### config.mk
export PLATFORM = sky130hd
export DESIGN_NAME = rope_shot_controller_flat
export DESIGN_NICKNAME = d
export VERILOG_FILES = /design/src/rtl/rope_shot_controller_pkg.sv /design/src/rtl/rope_shot_controller_if.sv /design/src/rtl/rope_shot_controller_key_edge_detect.sv /design/src/rtl/rope_shot_controller.sv /design/src/flat_wrapper.sv
export SDC_FILE = /design/constraint.sdc
export NUM_CORES = 1
export LEC_CHECK = 0
export ABC_AREA = 1
export CORE_MARGIN = 2
export CORE_UTILIZATION = 28
export DETAILED_ROUTE_END_ITERATION = 6
export MAX_ROUTING_LAYER = met4
export PLACE_DENSITY_LB_ADDON = 0.2
export SYNTH_ARGS = -nofsm -noshare
export SYNTH_HDL_FRONTEND = slang
export SYNTH_SLANG_ARGS = --single-unit
### constraint.sdc
create_clock -name clk -period 2.9 [get_ports clk]
set_clock_uncertainty 0.05 [all_clocks]
set_input_delay 0.725 -clock clk [delete_from_list [all_inputs] [get_ports clk]]
set_output_delay 0.725 -clock clk [all_outputs]
set_load 0.005 [all_outputs]
### src/rtl/rope_shot_controller_pkg.sv
// Shared types and constants for the rope shot datapath and its bus interface.
package rope_pkg;

  localparam int COORD_W           = 11;
  localparam int ROPE_WIDTH        = 6;
  localparam int SCREEN_HEIGHT     = 480;
  localparam int DEFAULT_FLOOR_Y   = SCREEN_HEIGHT - 40;
  localparam int DEFAULT_CEILING_Y = 16;

  typedef enum logic [1:0] {
    IDLE,
    EXTEND,
    HOLD
  } rope_state_t;

endpackage

### src/rtl/rope_shot_controller_if.sv
// Bundles the player/frame inputs and the rope rectangle outputs of the
// rope shot controller. The controller sits on the slave side.
interface rope_shot_controller_if;
  import rope_pkg::*;

  logic               startOfFrame;
  logic               fireKey;
  logic [COORD_W-1:0] playerX;
  logic               ballHit;
  logic               pause;

  logic               ropeActive;
  logic [COORD_W-1:0] topLeftX;
  logic [COORD_W-1:0] topLeftY;
  logic [COORD_W-1:0] ropeHeight;
  logic               ropeHitBall;
  logic               shotDone;

  modport master (
    output startOfFrame, fireKey, playerX, ballHit, pause,
    input  ropeActive, topLeftX, topLeftY, ropeHeight, ropeHitBall, shotDone
  );

  modport slave (
    input  startOfFrame, fireKey, playerX, ballHit, pause,
    output ropeActive, topLeftX, topLeftY, ropeHeight, ropeHitBall, shotDone
  );

endinterface

### src/rtl/rope_shot_controller_key_edge_detect.sv
// Registered rising-edge detector for a key level; usable for any key input.
module key_edge_detect (
  input  logic clk,
  input  logic resetN,
  input  logic key,
  output logic rise
);

  logic keyD;

  // Remember last cycle's key level so a held key produces a single edge.
  always_ff @(posedge clk) begin
    if (!resetN) keyD <= 1'b0;
    else         keyD <= key;
  end

  assign rise = key & ~keyD;

endmodule

### src/rtl/rope_shot_controller.sv
// Rope shot sequencer: latches a fire request, launches the rope at the
// player, grows it once per frame, holds it at the ceiling and retracts it on
// timeout or ball collision. All outputs are registered.
module rope_shot_controller
  import rope_pkg::*;
#(
  parameter int FLOOR_Y         = DEFAULT_FLOOR_Y,
  parameter int CEILING_Y       = DEFAULT_CEILING_Y,
  parameter int ROPE_SPEED      = 8,
  parameter int HOLD_FRAMES     = 30,
  parameter int PLAYER_CENTER_X = 16
) (
  input logic                 clk,
  input logic                 resetN,
  rope_shot_controller_if.slave bus
);

  localparam int HOLD_W = $clog2(HOLD_FRAMES + 1);

  localparam logic [COORD_W-1:0] FLOOR_C    = COORD_W'(FLOOR_Y);
  localparam logic [COORD_W-1:0] CEIL_C     = COORD_W'(CEILING_Y);
  localparam logic [COORD_W-1:0] SPEED_C    = COORD_W'(ROPE_SPEED);
  localparam logic [COORD_W-1:0] STOP_C     = COORD_W'(CEILING_Y + ROPE_SPEED);
  localparam logic [COORD_W-1:0] X_OFFSET_C = COORD_W'(PLAYER_CENTER_X - ROPE_WIDTH / 2);
  localparam logic [HOLD_W-1:0]  HOLD_LOAD_C = HOLD_W'(HOLD_FRAMES - 1);

  rope_state_t        state, stateNext;
  logic               firePending, pendingNext;
  logic [HOLD_W-1:0]  holdCnt, cntNext;
  logic [COORD_W-1:0] xReg, xNext;
  logic [COORD_W-1:0] yReg, yNext;
  logic [COORD_W-1:0] heightReg;
  logic               activeReg;
  logic               hitReg, hitNext;
  logic               doneReg, doneNext;
  logic               fireRise;
  logic               frameStep;

  key_edge_detect u_fireEdge (
    .clk    (clk),
    .resetN (resetN),
    .key    (bus.fireKey),
    .rise   (fireRise)
  );

  assign frameStep = bus.startOfFrame & ~bus.pause;

  // Next-state and next-output decisions; a collision always beats a growth
  // step, and fire edges only count while no rope is on screen.
  always_comb begin
    stateNext   = state;
    pendingNext = firePending;
    cntNext     = holdCnt;
    xNext       = xReg;
    yNext       = yReg;
    hitNext     = 1'b0;
    doneNext    = 1'b0;

    case (state)
      IDLE: begin
        if (frameStep && firePending) begin
          stateNext   = EXTEND;
          xNext       = bus.playerX + X_OFFSET_C;
          yNext       = FLOOR_C - SPEED_C;
          pendingNext = 1'b0;
        end else if (fireRise) begin
          pendingNext = 1'b1;
        end
      end
      EXTEND: begin
        if (bus.ballHit) begin
          stateNext = IDLE;
          yNext     = FLOOR_C;
          hitNext   = 1'b1;
          doneNext  = 1'b1;
        end else if (frameStep) begin
          if (yReg <= STOP_C) begin
            stateNext = HOLD;
            yNext     = CEIL_C;
            cntNext   = HOLD_LOAD_C;
          end else begin
            yNext = yReg - SPEED_C;
          end
        end
      end
      HOLD: begin
        if (bus.ballHit) begin
          stateNext = IDLE;
          yNext     = FLOOR_C;
          hitNext   = 1'b1;
          doneNext  = 1'b1;
        end else if (frameStep) begin
          if (holdCnt == '0) begin
            stateNext = IDLE;
            yNext     = FLOOR_C;
            doneNext  = 1'b1;
          end else begin
            cntNext = holdCnt - 1'b1;
          end
        end
      end
      default: begin
        stateNext = IDLE;
        yNext     = FLOOR_C;
      end
    endcase
  end

  // Register the state and every output so drawing logic sees stable values
  // for the whole frame; reset silently abandons any shot in flight.
  always_ff @(posedge clk) begin
    if (!resetN) begin
      state       <= IDLE;
      firePending <= 1'b0;
      holdCnt     <= '0;
      xReg        <= '0;
      yReg        <= FLOOR_C;
      heightReg   <= '0;
      activeReg   <= 1'b0;
      hitReg      <= 1'b0;
      doneReg     <= 1'b0;
    end else begin
      state       <= stateNext;
      firePending <= pendingNext;
      holdCnt     <= cntNext;
      xReg        <= xNext;
      yReg        <= yNext;
      heightReg   <= FLOOR_C - yNext;
      activeReg   <= (stateNext != IDLE);
      hitReg      <= hitNext;
      doneReg     <= doneNext;
    end
  end

  assign bus.ropeActive  = activeReg;
  assign bus.topLeftX    = xReg;
  assign bus.topLeftY    = yReg;
  assign bus.ropeHeight  = heightReg;
  assign bus.ropeHitBall = hitReg;
  assign bus.shotDone    = doneReg;

endmodule

### src/flat_wrapper.sv
// flat-port wrapper written by rule: the top's interface ports become plain ports
module rope_shot_controller_flat import rope_pkg::*;
#(
  parameter int FLOOR_Y         = DEFAULT_FLOOR_Y,
  parameter int CEILING_Y       = DEFAULT_CEILING_Y,
  parameter int ROPE_SPEED      = 8,
  parameter int HOLD_FRAMES     = 30,
  parameter int PLAYER_CENTER_X = 16
)
  (clk, resetN, bus_startOfFrame, bus_fireKey, bus_playerX, bus_ballHit, bus_pause, bus_ropeActive, bus_topLeftX, bus_topLeftY, bus_ropeHeight, bus_ropeHitBall, bus_shotDone);
  rope_shot_controller_if bus_i ();
  input logic clk;
  input logic resetN;
  input wire logic [$bits(bus_i.startOfFrame)-1:0] bus_startOfFrame;
  input wire logic [$bits(bus_i.fireKey)-1:0] bus_fireKey;
  input wire logic [$bits(bus_i.playerX)-1:0] bus_playerX;
  input wire logic [$bits(bus_i.ballHit)-1:0] bus_ballHit;
  input wire logic [$bits(bus_i.pause)-1:0] bus_pause;
  output wire logic [$bits(bus_i.ropeActive)-1:0] bus_ropeActive;
  output wire logic [$bits(bus_i.topLeftX)-1:0] bus_topLeftX;
  output wire logic [$bits(bus_i.topLeftY)-1:0] bus_topLeftY;
  output wire logic [$bits(bus_i.ropeHeight)-1:0] bus_ropeHeight;
  output wire logic [$bits(bus_i.ropeHitBall)-1:0] bus_ropeHitBall;
  output wire logic [$bits(bus_i.shotDone)-1:0] bus_shotDone;
  assign bus_i.startOfFrame = bus_startOfFrame;
  assign bus_i.fireKey = bus_fireKey;
  assign bus_i.playerX = bus_playerX;
  assign bus_i.ballHit = bus_ballHit;
  assign bus_i.pause = bus_pause;
  assign bus_ropeActive = bus_i.ropeActive;
  assign bus_topLeftX = bus_i.topLeftX;
  assign bus_topLeftY = bus_i.topLeftY;
  assign bus_ropeHeight = bus_i.ropeHeight;
  assign bus_ropeHitBall = bus_i.ropeHitBall;
  assign bus_shotDone = bus_i.shotDone;
  rope_shot_controller #(.FLOOR_Y(FLOOR_Y), .CEILING_Y(CEILING_Y), .ROPE_SPEED(ROPE_SPEED), .HOLD_FRAMES(HOLD_FRAMES), .PLAYER_CENTER_X(PLAYER_CENTER_X)) u_core (.clk(clk), .resetN(resetN), .bus(bus_i));
endmodule
==> reports/metrics.cfg, run 1 <==
[final_layout]
n_fill_cell = 866
n_antenna_cell = 0
drive_gt1_share_pct = 12.05
regArea_sq_um = 880.8
fin_nets = 416
multiInputGateArea_sq_um = 1221
area.growth.synth_to_final_pct = 34.23

[timing]
finalHoldViolCount = 0
fin_crit_ps = 2597
hold_slack_ps = 434.6
rsz0062_at_grt = false
drv_slew = 0
setup_violations = 0
worstMarginPinSlew_ps = 359.7
setup_tns_ps = 0
period_share_pct = 89.57
max_freq_mhz = 385.0
slew_headroom_pct = 75.80
fin_ws_ps = 302.6

[setup_path]
worstPathMaxFanout = 5
cp_data_arrival_time_ps = 2760
critPathCaptureType = register
path_class = primary input to register
cp-start-kind = primary input
worstPathRequired_ps = 3060

[pwr]
p_leak_nw = 1.404
peakVddDrop_mv = 0.2162
p_sw_uw = 332.0
combPwrFrac_pct = 14.1
power_mw = 1.321
p_sw_share_pct = 25.12
p_int_uw = 989.4
clockPowerShare_pct = 38.1
seqPwrFrac_pct = 47.9
power_density_nw_per_um2 = 422.1

[synth]
yosys.cell_types.count = 40
yosys.area_share.adder_pct = 5.365
yosys-mux-area-fraction_pct = 0
yosys_warnings = 0
synth_area_leaders = dfxtp_1, nand2_1, inv_1
seq_area_frac_synth_pct = 37.77
synth_seq_cells = 44
synth_ff_type = dfxtp_1
yosys.area.top_type = dfxtp_1
synthesis.nets = 356
synth-async-reset-ratio_pct = 0
synth_edf_count = 0
netlist_area_sq_um = 2332
synth_area_per_cell_sq_um = 7.089
synth_most_common_cell = nand2_1
synth_simple_gate_area_share_pct = 30.36
yosysTopAreaCellShare_pct = 37.77
synth_compound_area_share_pct = 14.38
synth_common_cells = nand2_1, dfxtp_1, inv_1
synth-xor-area-share_pct = 2.253
synthCells = 329
synth_top_family_by_area = simple AND/OR/NAND/NOR gates

[floorplanning]
core_area_sq_um = 8134
ios = 53
die_y_microns = 95.27
die_w_microns = 95.27
dieArea_sq_um = 9075
fp-row-count = 33
start_util_pct = 28.67

[route]
wl_per_cell_microns = 11.84
num_vias = 2222
drc = 0
first_iter_violations = 98
via_per_inst = 4.489
postRouteWirelength_mm = 5.862
final_antenna_net_count = 0
dr.pass1.iters = 4

[clock_network]
cts_resized = 0
cts_sinks = 44
clk-insertion-delay-late_ps = 300
cts-root-buf = clkbuf_8
cts_tree = done
postCtsSetupBuffers = 0
cts_hold_buf = 0
cts_buffers = 5
htree_num_levels = 2
clockBufferDepth = 2
clk_pin_slew_worst_paths_ps = 90

[global_routing]
grt_pass1_vias = 2160
overflow = 0
grt_start_max_net_pins = 17
antenna_found_initial = 0
grt_pass1_wl_mm = 9.873
grt_util_all_layers_pct = 14.29

[run_status]
status = finished, final reports clean

[hold_path]
worstHoldPathType = register to register

[placement]
io_buffers = 52
post-dp-hpwl_mm = 4.634
pre_cts_slack_ps = -17.06
gp_congestion = 0.8331

[job]
max_cap_viol_count = 0

-- power groups by stage --
stage / sequential [mW] / clock [mW] / combinational (mW)
after floorplan: 0.646 / 0 / 0.102
after global placement: 0.647 / 0 / 0.185
after detailed placement: 0.647 / 0 / 0.186
after CTS: 0.633 / 0.521 / 0.187
after global routing: 0.635 / 0.541 / 0.210
final: 0.633 / 0.503 / 0.186
-- critical path, cell delays in order --
cell             delay [ps]
clkdlybuf4s50_1         490
inv_2                    50
nor2_4                  130
nand3_1                 120
nand3_1                 110
nand2_1                  90
inv_2                    70
nand2_2                  60
nand2_1                  70
inv_2                    50
nand2_1                  80
ha_1                    180
nand2_1                  80
nand2_2                  90
nand2_2                  60
nand2_2                  60
nand2_1                  70
nor2_1                  120
nor2_2                   50
-- per-stage QoR --
step                utilization, %  area, sq um  cells
floorplan                        -         2332    329
global placement             36.99         3009    487
detailed placement           36.99         3009    487
CTS                          38.49         3131    495
global route                 38.49         3131    495
finish                       38.49         3131    495
-- final cells by class --
class                           count  share of cell area, %
Clock buffer                        6                  2.638
Tap cell                          105                  4.197
Multi-Input combinational cell    227                  39.01
Sequential cell                    44                  28.14
Timing Repair Buffer               61                  18.78
Clock inverter                      2                  1.239
Inverter                           50                  5.995
-- final timing paths --
check	startpoint	end	depth (start not counted)	slack, ps
worst min register to register	u_core.bus.topLeftX[1]	u_core.bus.topLeftX[1]	2	430
worst max-delay path	bus_startOfFrame	u_core.bus.ropeHeight[10]	19	300
worst max register to register	u_core.state[1]	u_core.bus.ropeHeight[10]	18	500
worst min-delay path	u_core.bus.topLeftX[1]	u_core.bus.topLeftX[1]	2	430
-- registers in the layout, summed over array words and instances, names as in the netlist, 2 cells and up --
register               flops
u_core.bus.ropeHeight     11
u_core.bus.topLeftY       10
u_core.bus.topLeftX       11
u_core.state               2
u_core.holdCnt             5
-- layer usage --
metal	wire [microns]	vias up	track usage (%)
met2	2674	47	22.71
met4	81	0	4.348
li1	-	1176	-
met3	276	8	3.162
met5	0	-	-
met1	2830	991	18.13
-- layout by cell type, fill, tap and decap left out, types with 4 or more instances in the layout --
| master | count |
|---|---|
| clkdlybuf4s50_1 | 52 |
| nor2_1 | 31 |
| o21ai_1 | 4 |
| nand3_1 | 22 |
| o21ai_0 | 14 |
| clkbuf_8 | 6 |
| a21oi_1 | 21 |
| o31ai_1 | 4 |
| buf_4 | 9 |
| nor2_2 | 4 |
| inv_2 | 8 |
| xor2_1 | 6 |
| ha_1 | 10 |
| nand2_1 | 73 |
| inv_1 | 41 |
| nand2_2 | 8 |
| dfxtp_1 | 44 |
-- cell families (layout without fill, tap and decap cells) --
kind of cell | after synthesis | in the layout
adder cells (fa/ha/maj) | 10 | 10
AND/OR/NAND/NOR | 156 | 156
flip-flops | 44 | 44
XOR/XNOR | 6 | 6
AO/OA/AOI/OAI | 55 | 55
buffers and inverters | 58 | 119
(Power assumes the default switching activity.)
==> run 2: changes to the inputs <==
--- a/config.mk
+++ b/config.mk
@@ -11,6 +11,7 @@
 export DETAILED_ROUTE_END_ITERATION = 6
 export MAX_ROUTING_LAYER = met4
 export PLACE_DENSITY_LB_ADDON = 0.2
+export SLEW_MARGIN = 30
 export SYNTH_ARGS = -nofsm -noshare
 export SYNTH_HDL_FRONTEND = slang
 export SYNTH_SLANG_ARGS = --single-unit
==> results of run 2 <==
The final DEF is identical to that of run 1; final timing and power are the same.
